--- config.mk ---
export PLATFORM = sky130hd
export DESIGN_NAME = vector_limiter
export DESIGN_NICKNAME = d
export VERILOG_FILES = /design/src/rtl/foc_pkg.sv /design/src/rtl/magnitude.sv /design/src/rtl/vector_limiter.sv
export SDC_FILE = /design/constraint.sdc
export NUM_CORES = 2
export LEC_CHECK = 0
export BUFFER_PORTS_ARGS = -buffer_cell sky130_fd_sc_hd__buf_2
export CELL_PAD_IN_SITES_DETAIL_PLACEMENT = 0
export CELL_PAD_IN_SITES_GLOBAL_PLACEMENT = 1
export CORE_UTILIZATION = 46
export CTS_CLUSTER_SIZE = 20
export DETAILED_ROUTE_END_ITERATION = 7
export PLACE_DENSITY = 0.78
export SLEW_MARGIN = 20
export SYNTH_ARGS = -nofsm -noshare
export SYNTH_HDL_FRONTEND = slang
export SYNTH_HIERARCHICAL = 1
export SYNTH_SLANG_ARGS = --single-unit
--- constraint.sdc ---
create_clock -name clk -period 79.4 [get_ports clk]
set_input_delay 15.88 -clock clk [delete_from_list [all_inputs] [get_ports clk]]
set_output_delay 15.88 -clock clk [all_outputs]
set_load 0.01 [all_outputs]
--- src/rtl/foc_pkg.sv ---
// Shared types and Q-format constants for the FOC current-loop datapath.
package foc_pkg;

  typedef enum logic [2:0] {
    IDLE,
    MAG,
    DIV,
    SCALE,
    DONE
  } limiter_state_t;

  // Default Q4.12 sample format.
  localparam int unsigned Q_FRAC = 12;
  localparam int unsigned ONE    = 1 << Q_FRAC;

  // 1/K of the CORDIC vectoring gain (K ~= 1.646760258) in Q0.20.
  localparam int unsigned CORDIC_KINV_SHIFT = 20;
  localparam int unsigned CORDIC_KINV       = 636751;

endpackage

--- src/rtl/magnitude.sv ---
// Combinational CORDIC vectoring magnitude: mag ~= sqrt(x^2 + y^2), gain-compensated.
module magnitude
  import foc_pkg::*;
#(
  parameter int WIDTH           = 17,
  parameter int FRACTIONAL_BITS = 12,
  parameter int ITERATIONS      = 16
) (
  input  logic [WIDTH-1:0] x_in,
  input  logic [WIDTH-1:0] y_in,
  output logic [WIDTH-1:0] mag
);

  // Guard bits below the sample LSB keep per-iteration shift truncation
  // from accumulating into the result.
  localparam int GUARD = FRACTIONAL_BITS / 2;
  localparam int IW    = WIDTH + 3 + GUARD;
  localparam int PW    = IW + int'(CORDIC_KINV_SHIFT) + 1;
  localparam int OSH   = int'(CORDIC_KINV_SHIFT) + GUARD;

  logic signed [IW-1:0] xs, ys, x, y, xn, yn;
  logic        [PW-1:0] prod;

  // Rotate the vector onto the positive x axis, then remove the CORDIC gain with rounding.
  always_comb begin
    xs = IW'($signed(x_in));
    ys = IW'($signed(y_in));
    x  = (xs[IW-1] ? -xs : xs) <<< GUARD;
    y  = ys <<< GUARD;
    xn = x;
    yn = y;
    for (int unsigned i = 0; i < ITERATIONS; i++) begin
      if (y[IW-1]) begin
        xn = x - (y >>> i);
        yn = y + (x >>> i);
      end else begin
        xn = x + (y >>> i);
        yn = y - (x >>> i);
      end
      x = xn;
      y = yn;
    end
    prod = PW'(unsigned'(x)) * PW'(CORDIC_KINV) + (PW'(1) << (OSH - 1));
    mag  = WIDTH'(prod >> OSH);
  end

endmodule

--- src/rtl/vector_limiter.sv ---
// Circular voltage limiter: rescales (d, q) by vmax/|v| when |v| exceeds vmax.
module vector_limiter
  import foc_pkg::*;
#(
  parameter int WIDTH           = 17,
  parameter int FRACTIONAL_BITS = 12,
  parameter int ITERATIONS      = 16
) (
  input  logic             clk,
  input  logic             rst_n,
  input  logic             in_valid,
  output logic             in_ready,
  input  logic [WIDTH-1:0] d_in,
  input  logic [WIDTH-1:0] q_in,
  input  logic [WIDTH-1:0] vmax,
  output logic             out_valid,
  input  logic             out_ready,
  output logic [WIDTH-1:0] d_out,
  output logic [WIDTH-1:0] q_out,
  output logic [WIDTH-1:0] mag_out,
  output logic             limited
);

  localparam int CW = (FRACTIONAL_BITS > 1) ? $clog2(FRACTIONAL_BITS) : 1;
  localparam int PW = 2 * WIDTH;

  limiter_state_t state, state_nx;

  logic [WIDTH-1:0]           d_r, q_r, vmax_r, mag_w;
  logic [WIDTH:0]             rem, rem_sh, rem_nx;
  logic [FRACTIONAL_BITS-1:0] ratio;
  logic [CW-1:0]              cnt;
  logic                       q_bit;
  logic                       accept;
  logic                       fits;
  logic signed [PW-1:0]       ratio_s, d_prod, q_prod;

  assign in_ready  = (state == IDLE);
  assign out_valid = (state == DONE);
  assign accept    = in_valid && in_ready;
  assign fits      = (mag_w <= vmax_r);

  magnitude #(
    .WIDTH          (WIDTH),
    .FRACTIONAL_BITS(FRACTIONAL_BITS),
    .ITERATIONS     (ITERATIONS)
  ) u_mag (
    .x_in(d_r),
    .y_in(q_r),
    .mag (mag_w)
  );

  // State register.
  always_ff @(posedge clk or negedge rst_n) begin
    if (!rst_n) state <= IDLE;
    else        state <= state_nx;
  end

  // Next-state logic.
  always_comb begin
    state_nx = state;
    case (state)
      IDLE:    if (accept) state_nx = MAG;
      MAG:     state_nx = fits ? DONE : DIV;
      DIV:     if (cnt == '0) state_nx = SCALE;
      SCALE:   state_nx = DONE;
      DONE:    if (out_ready) state_nx = IDLE;
      default: state_nx = IDLE;
    endcase
  end

  // One restoring-division step; rem < mag always holds, so the shift cannot overflow.
  always_comb begin
    rem_sh = rem << 1;
    q_bit  = (rem_sh >= {1'b0, mag_out});
    rem_nx = q_bit ? (rem_sh - {1'b0, mag_out}) : rem_sh;
  end

  // Signed scaling products with the unsigned ratio zero-extended.
  always_comb begin
    ratio_s = $signed({{(PW-FRACTIONAL_BITS){1'b0}}, ratio});
    d_prod  = PW'($signed(d_r)) * ratio_s;
    q_prod  = PW'($signed(q_r)) * ratio_s;
  end

  // Datapath registers: input latch, magnitude capture, divider and output update.
  always_ff @(posedge clk or negedge rst_n) begin
    if (!rst_n) begin
      d_r     <= '0;
      q_r     <= '0;
      vmax_r  <= '0;
      mag_out <= '0;
      rem     <= '0;
      ratio   <= '0;
      cnt     <= '0;
      d_out   <= '0;
      q_out   <= '0;
      limited <= 1'b0;
    end else begin
      case (state)
        IDLE: begin
          if (accept) begin
            d_r    <= d_in;
            q_r    <= q_in;
            vmax_r <= vmax;
          end
        end
        MAG: begin
          mag_out <= mag_w;
          if (fits) begin
            d_out   <= d_r;
            q_out   <= q_r;
            limited <= 1'b0;
          end else begin
            rem   <= {1'b0, vmax_r};
            ratio <= '0;
            cnt   <= CW'(FRACTIONAL_BITS - 1);
          end
        end
        DIV: begin
          rem   <= rem_nx;
          ratio <= {ratio[FRACTIONAL_BITS-2:0], q_bit};
          cnt   <= cnt - CW'(1);
        end
        SCALE: begin
          d_out   <= WIDTH'(d_prod >>> FRACTIONAL_BITS);
          q_out   <= WIDTH'(q_prod >>> FRACTIONAL_BITS);
          limited <= 1'b1;
        end
        default: ;
      endcase
    end
  end

endmodule

# [Word-level counts from Yosys, hierarchy flattened]
# Cells that the tools add are included.
[totals] inputBits=55 ff_bits=139 output_inout_bits=54
[classes] add_sub_neg=65 n_lt_le_gt_ge=2 n_mux=50 eq_ne=9 n_reduce_logical=9 n_mul=3
[op_table] operator="26-bit 2-to-1 mux" count=31
[op_table] operator="17-bit one-hot mux with 2 select lines" count=3
[op_table] operator="26-bit by 23-bit subtractor with 26-bit output" count=3
[op_table] operator="17-bit 2-to-1 mux" count=4
[op_table] operator="17-bit by 13-bit multiplier with 29-bit output" count=2
[op_table] operator="26-bit by 12-bit adder with 26-bit output" count=2
[op_table] operator="26-bit by 13-bit adder with 26-bit output" count=2
[op_table] operator="26-bit by 14-bit adder with 26-bit output" count=2
[op_table] operator="26-bit by 15-bit adder with 26-bit output" count=2
[op_table] operator="26-bit by 16-bit adder with 26-bit output" count=2
[op_table] operator="26-bit by 17-bit adder with 26-bit output" count=2
[op_table] operator="26-bit by 18-bit adder with 26-bit output" count=2
[op_table] operator="26-bit by 19-bit adder with 26-bit output" count=2
[op_table] operator="26-bit by 20-bit adder with 26-bit output" count=2
[op_table] operator="26-bit by 21-bit adder with 26-bit output" count=2
[op_table] operator="26-bit by 22-bit adder with 26-bit output" count=2
[op_table] operator="26-bit by 23-bit adder with 26-bit output" count=2
[op_table] operator="26-bit by 24-bit adder with 26-bit output" count=2
[op_table] operator="26-bit by 25-bit adder with 26-bit output" count=2
[op_table] operator="26-bit by 12-bit subtractor with 26-bit output" count=2
[op_table] operator="26-bit by 13-bit subtractor with 26-bit output" count=2
[op_table] operator="26-bit by 14-bit subtractor with 26-bit output" count=2
[op_table] operator="26-bit by 15-bit subtractor with 26-bit output" count=2
[op_table] operator="26-bit by 16-bit subtractor with 26-bit output" count=2
[op_table] operator="other kinds (39)" count=57

# [Logic depth before layout (Yosys ltp)]
[logic_depth] ltp_word=39 ltp_mapped=448 ltp_nobuf=425

# [By module]
# The synthesis kept the hierarchy.
[modules_own_cells] mod="magnitude" area_each_um2=53367.4 instances=1 cells_each=7286
[modules_own_cells] mod="vector_limiter" area_each_um2=21102.7 instances=1 cells_each=2300

# [Worst setup path after synthesis]
# No wires, ideal clock.
[synth_path] path_kind="register to register" startpoint="register d_r[6]" endpoint="register d_out[12]" required_ns=79.262 path_slack_ns=2.953 stages_incl_launch_ff=434 n_path_buf=25 setup_ns=0.138 period_less_slack_ns=76.447 t_arrival_ns=76.310 cell_sequence="dfrtp_1 or4_1 or3_1 or4_1 o41ai_1 xnor2_1 ha_1 nor4_1 o2111ai_1 a311o_1 o21ai_1 o41ai_1 nor2_1 clkbuf_1 buf_1 nand2_1 xnor2_1 ha_1 [398 not listed] o21a_1 o21a_1 o21a_1 o41ai_1 o21ai_0 or2_2 a21o_1 a21oi_1 xnor2_1 ha_1 nand4_1 nor2_1 and3_1 o21ai_2 buf_2 buf_2 mux2i_1 o22ai_1"
[synth_between] elab_chain_cells=39 elab_cells_between_ends=101 classes_between="63 x add/sub; 2 x mul; 1 x order compare; 1 x eq/ne; 33 x mux; 1 x reduce/logical"
[synth_rtl] element="start, declared" line_no="vector_limiter.sv:29" source="logic [WIDTH-1:0] d_r, q_r, vmax_r, mag_w;"
[synth_rtl] element="start signal, assigned" line_no="vector_limiter.sv:103" source="d_r <= d_in;"
[synth_rtl] element="17-bit negator with 20-bit output" line_no="magnitude.sv:28" source="x = (xs[IW-1] ? -xs : xs) <<< GUARD;"
[synth_rtl] element="20-bit 2-to-1 mux *" line_no="magnitude.sv:28"
[synth_rtl] element="23-bit by 26-bit subtractor with 26-bit output, or another cell as far along" line_no="magnitude.sv:38" source="yn = y - (x >>> i);"
[synth_rtl] element="26-bit 2-to-1 mux" line_no="magnitude.sv:33" source="if (y[IW-1]) begin"
[synth_rtl] element="26-bit by 25-bit adder with 26-bit output, or another cell as far along" line_no="magnitude.sv:37" source="xn = x + (y >>> i);"
[synth_rtl] element="26-bit 2-to-1 mux" line_no="magnitude.sv:33"
[synth_rtl] element="26-bit by 24-bit subtractor with 26-bit output, or another cell as far along" line_no="magnitude.sv:38"
[synth_rtl] element="26-bit 2-to-1 mux" line_no="magnitude.sv:33"
[synth_rtl] element="[24 not listed]"
[synth_rtl] element="26-bit by 11-bit adder with 26-bit output or 26-bit by 11-bit subtractor with 26-bit output (tied branches)" line_no="magnitude.sv:37, magnitude.sv:34"
[synth_rtl] element="26-bit 2-to-1 mux *" line_no="magnitude.sv:33"
[synth_rtl] element="26-bit by 20-bit multiplier with 43-bit output *" line_no="magnitude.sv:43" source="prod = PW'(unsigned'(x)) * PW'(CORDIC_KINV) + (PW'(1) << (OSH - 1));"
[synth_rtl] element="43-bit by 26-bit adder with 43-bit output *" line_no="magnitude.sv:43"
[synth_rtl] element="via mag_w[16]" line_no="vector_limiter.sv:29"
[synth_rtl] element="17-bit less-or-equal comparator *" line_no="vector_limiter.sv:41" source="assign fits = (mag_w <= vmax_r);"
[synth_rtl] element="2-bit inequality test (no source line) *"
[synth_rtl] element="2-bit AND reduction (no source line) *"
[synth_rtl] element="end signal, assigned" line_no="vector_limiter.sv:111" source="d_out <= d_r;"
[synth_rtl] element="end signal, assigned" line_no="vector_limiter.sv:126" source="d_out <= WIDTH'(d_prod >>> FRACTIONAL_BITS);"
[synth_rtl] element="end, declared" line_no="vector_limiter.sv:18" source="output logic [WIDTH-1:0] d_out,"
# The timed path passes the listed nets; every way through them passes the cells marked *.
# A chain may end at the register's enable or synchronous reset.

# [Worst setup path after layout]
[layout_path] startpoint="register d_r[6]" endpoint="register d_out[11]"
# Same word-level chain as after synthesis.

==> flow_metrics.tcl <==
set metrics [dict create \
    finalCriticalPeriod_ns 74.03 \
    synth_top_family_by_area "adder cells" \
    required_ns 79.70 \
    maxCapViolations 0 \
    relSlewSlack_pct 25.2 \
    hold_violations 0 \
    overflow 0 \
    grt_pass1_vias 65000 \
    synth-main-ff-cell "dfrtp_1" \
    dpl_cell_area_um2 78600 \
    slowest_delay_ns 0.60 \
    hold_class "reg2reg" \
    seqCellArea_um2 3490 \
    yosysTopAreaCellShare_pct 19.0 \
    finalMaxSlewViolations 0 \
    clk_path_buf_depth 2 \
    multi_input_area_um2 65300 \
    crit_top_cell "o21bai_1" \
    drc_errors 0 \
    synth-edff-count 0 \
    synth_fa_ha_area_share_pct 36.3 \
    syn_area_per_cell_um2 7.77 \
    final_util_pct 50.0 \
    place_ws_ns -0.493 \
    nFillCells 15900 \
    muxShareOfSynthArea_pct 1.70 \
    grt_pass1_wl_um 362000 \
    port_buffers 108 \
    use_met1_pct 37.8 \
    fin_ws_ns 5.37 \
    numClockSinks 139 \
    clk_pin_slew_ns 0.07 \
    setup_tns_ns 0 \
    place.gp.congestion 0.945 \
    antenna_left 0 \
    hpwl_um 195000 \
    yosysWarnings 6 \
    grtUsageMet2_pct 47.0 \
    ctsRootBufferMaster "clkbuf_16" \
    fp.dieH_um 404 \
    drt_wl_total_um 231000 \
    cp.arrival_ns 74.33 \
    viasPerCell 5.53 \
    final_nets 11600 \
    cp_top_family "compound AO/OA/AOI/OAI gates" \
    grt_max_degree 76 \
    period_share_pct 93.2 \
    core_area_um2 161000 \
    synthSimpleGateAreaFrac_pct 16.9 \
    netlist_instances 9586 \
    setup_viol 0 \
    wl_per_cell_um 19.4 \
    synth.distinct_cells 120 \
    crit_buf_inv 24 \
    clkLatencyLatePin_ns 0.49 \
    ys_ff_latch 139 \
    final_common_cell "inv_1" \
    crit_fanout 24 \
    use_met3_pct 3.39 \
    vias 66000 \
    die_area_um2 164000 \
    finish.instance_area_um2 80300 \
    netlist_area_um2 74500 \
    start_kind "register" \
    grt_busiest_layer "met2" \
    post_synth_main_area_contributors "ha_1, fa_1, xnor2_1" \
    synth_seq_area_share_pct 4.67 \
    die_w_um 404 \
    start_util_pct 46.4 \
    synth_area_leader_cell "ha_1" \
    async_flop_share_pct 100 \
    cts_buffers 17 \
    status "complete, no violations" \
    layout_common_cells "inv_1, ha_1, xnor2_1" \
    drtIter0Drc 4221 \
    antenna_found_initial 9 \
    cts_tree "done" \
    crit_slowest_cell "or4_4" \
    cts.htree.levels 4 \
    fmax_mhz 13.5 \
    first_pass_iters 6 \
    fin_skew_ns 0.0129 \
    worst_slew_pin_slew_ns 1.11 \
    grt_use_total_pct 28.0 \
    area_growth_syn_to_layout_pct 7.81 \
    pin_count 109 \
    worst_setup_path_end_kind "register" \
    num_rows 147 \
    drive_gt1_share_pct 7.43 \
    path_class "reg2reg" \
    synth-compound-area-share_pct 17.9 \
    synth_xor_area_share_pct 13.7 \
]
==> per-layer routing <==
layer | part of all wire, % | wire length (um)
met5 | 0 | 0
met2 | 47 | 108000
met1 | 45 | 105000
met3 | 5.2 | 12000
met4 | 2.6 | 6010
==> Yosys cell counts (70+ instances only) <==
master	n
inv_1	1474
nor2_1	660
a21boi_0	70
fa_1	641
xnor2_1	775
a21o_1	237
o21a_1	72
a21oi_1	647
nor4_1	74
o21ai_0	448
nand2b_1	104
o21bai_1	221
nor3_1	227
nor2b_1	85
and2_1	231
dfrtp_1	139
clkbuf_1	198
xor2_1	360
or3_1	89
nand2_1	736
ha_1	1133
nand3_1	94
==> worst paths after layout <==
kind / startpoint / end / slack (ns) / cells after the start
setup / recovery: d_r[6]$_DFFE_PN0P_ / d_out[11]$_DFFE_PN0P_ / 5.37 / 413
max in group asynchronous: rst_n / ratio[4]$_DFFE_PN0P_ / 62.51 / 2
hold reg to reg: limited$_DFFE_PN0P_ / limited$_DFFE_PN0P_ / 0.48 / 2
hold / removal: limited$_DFFE_PN0P_ / limited$_DFFE_PN0P_ / 0.48 / 2
min in group asynchronous: rst_n / q_r[0]$_DFFE_PN0P_ / 15.45 / 1
setup reg to reg: d_r[6]$_DFFE_PN0P_ / d_out[11]$_DFFE_PN0P_ / 5.37 / 413
==> cells by family after synthesis <==
family	Yosys count
AOI/OAI and AO/OA	2101
xor gates and xnor gates	1147
adders and majority gates	1777
buffers and inverters	1722
DFF	139
muxes	118
other	2
and+or+nand+nor	2580
==> flip-flops by register name, indices dropped and copies added, names as in the netlist <==
register	flops
ratio	12
limited	1
mag_out	17
state	3
d_r	17
vmax_r	17
cnt	4
rem	17
d_out	17
q_r	17
q_out	17
==> metrics by stage <==
stage          hold slack (ns)  cells
2_1_floorplan            0.456   9590
3_3_place_gp             0.461  11900
3_5_place_dp             0.468  11900
4_1_cts                  0.485  11900
5_1_grt                  0.515  11900
6_report                 0.483  11900
==> worst reg2reg max path: cells and delay by family, from the launching register on <==
family	cells	cell delay, ns
compound gates	268	43.27
flops	1	0.38
xor+xnor	20	3.77
simple gates	72	12.87
buf+inv	24	3.33
fa+ha+maj	25	8.80
mux	4	1.45
==> timing repair <==
item                                   in CTS  in global routing
hold buffers                                0                  0
setup buffers                               0                 34
gates resized for setup                     7                195
gates cloned                                0                  3
endpoints found under the hold margin       0                  0
pin swaps                                   0                 24
setup endpoints to repair                  70                 87
==> cell type report <==
class / count / share of cell area [%]
sequential: 139 / 4.34
inverter: 1480 / 6.92
timing repair buffer: 382 / 3.36
clock buffer: 19 / 0.564
multi-input combinational: 7729 / 81.3
clock inverter: 13 / 0.167
antenna: 1 / 0.00312
tap: 2160 / 3.37
Power is left out: the tool's default activity adds up to more than one toggle a clock period on the data nets, which glitch-free logic cannot reach.
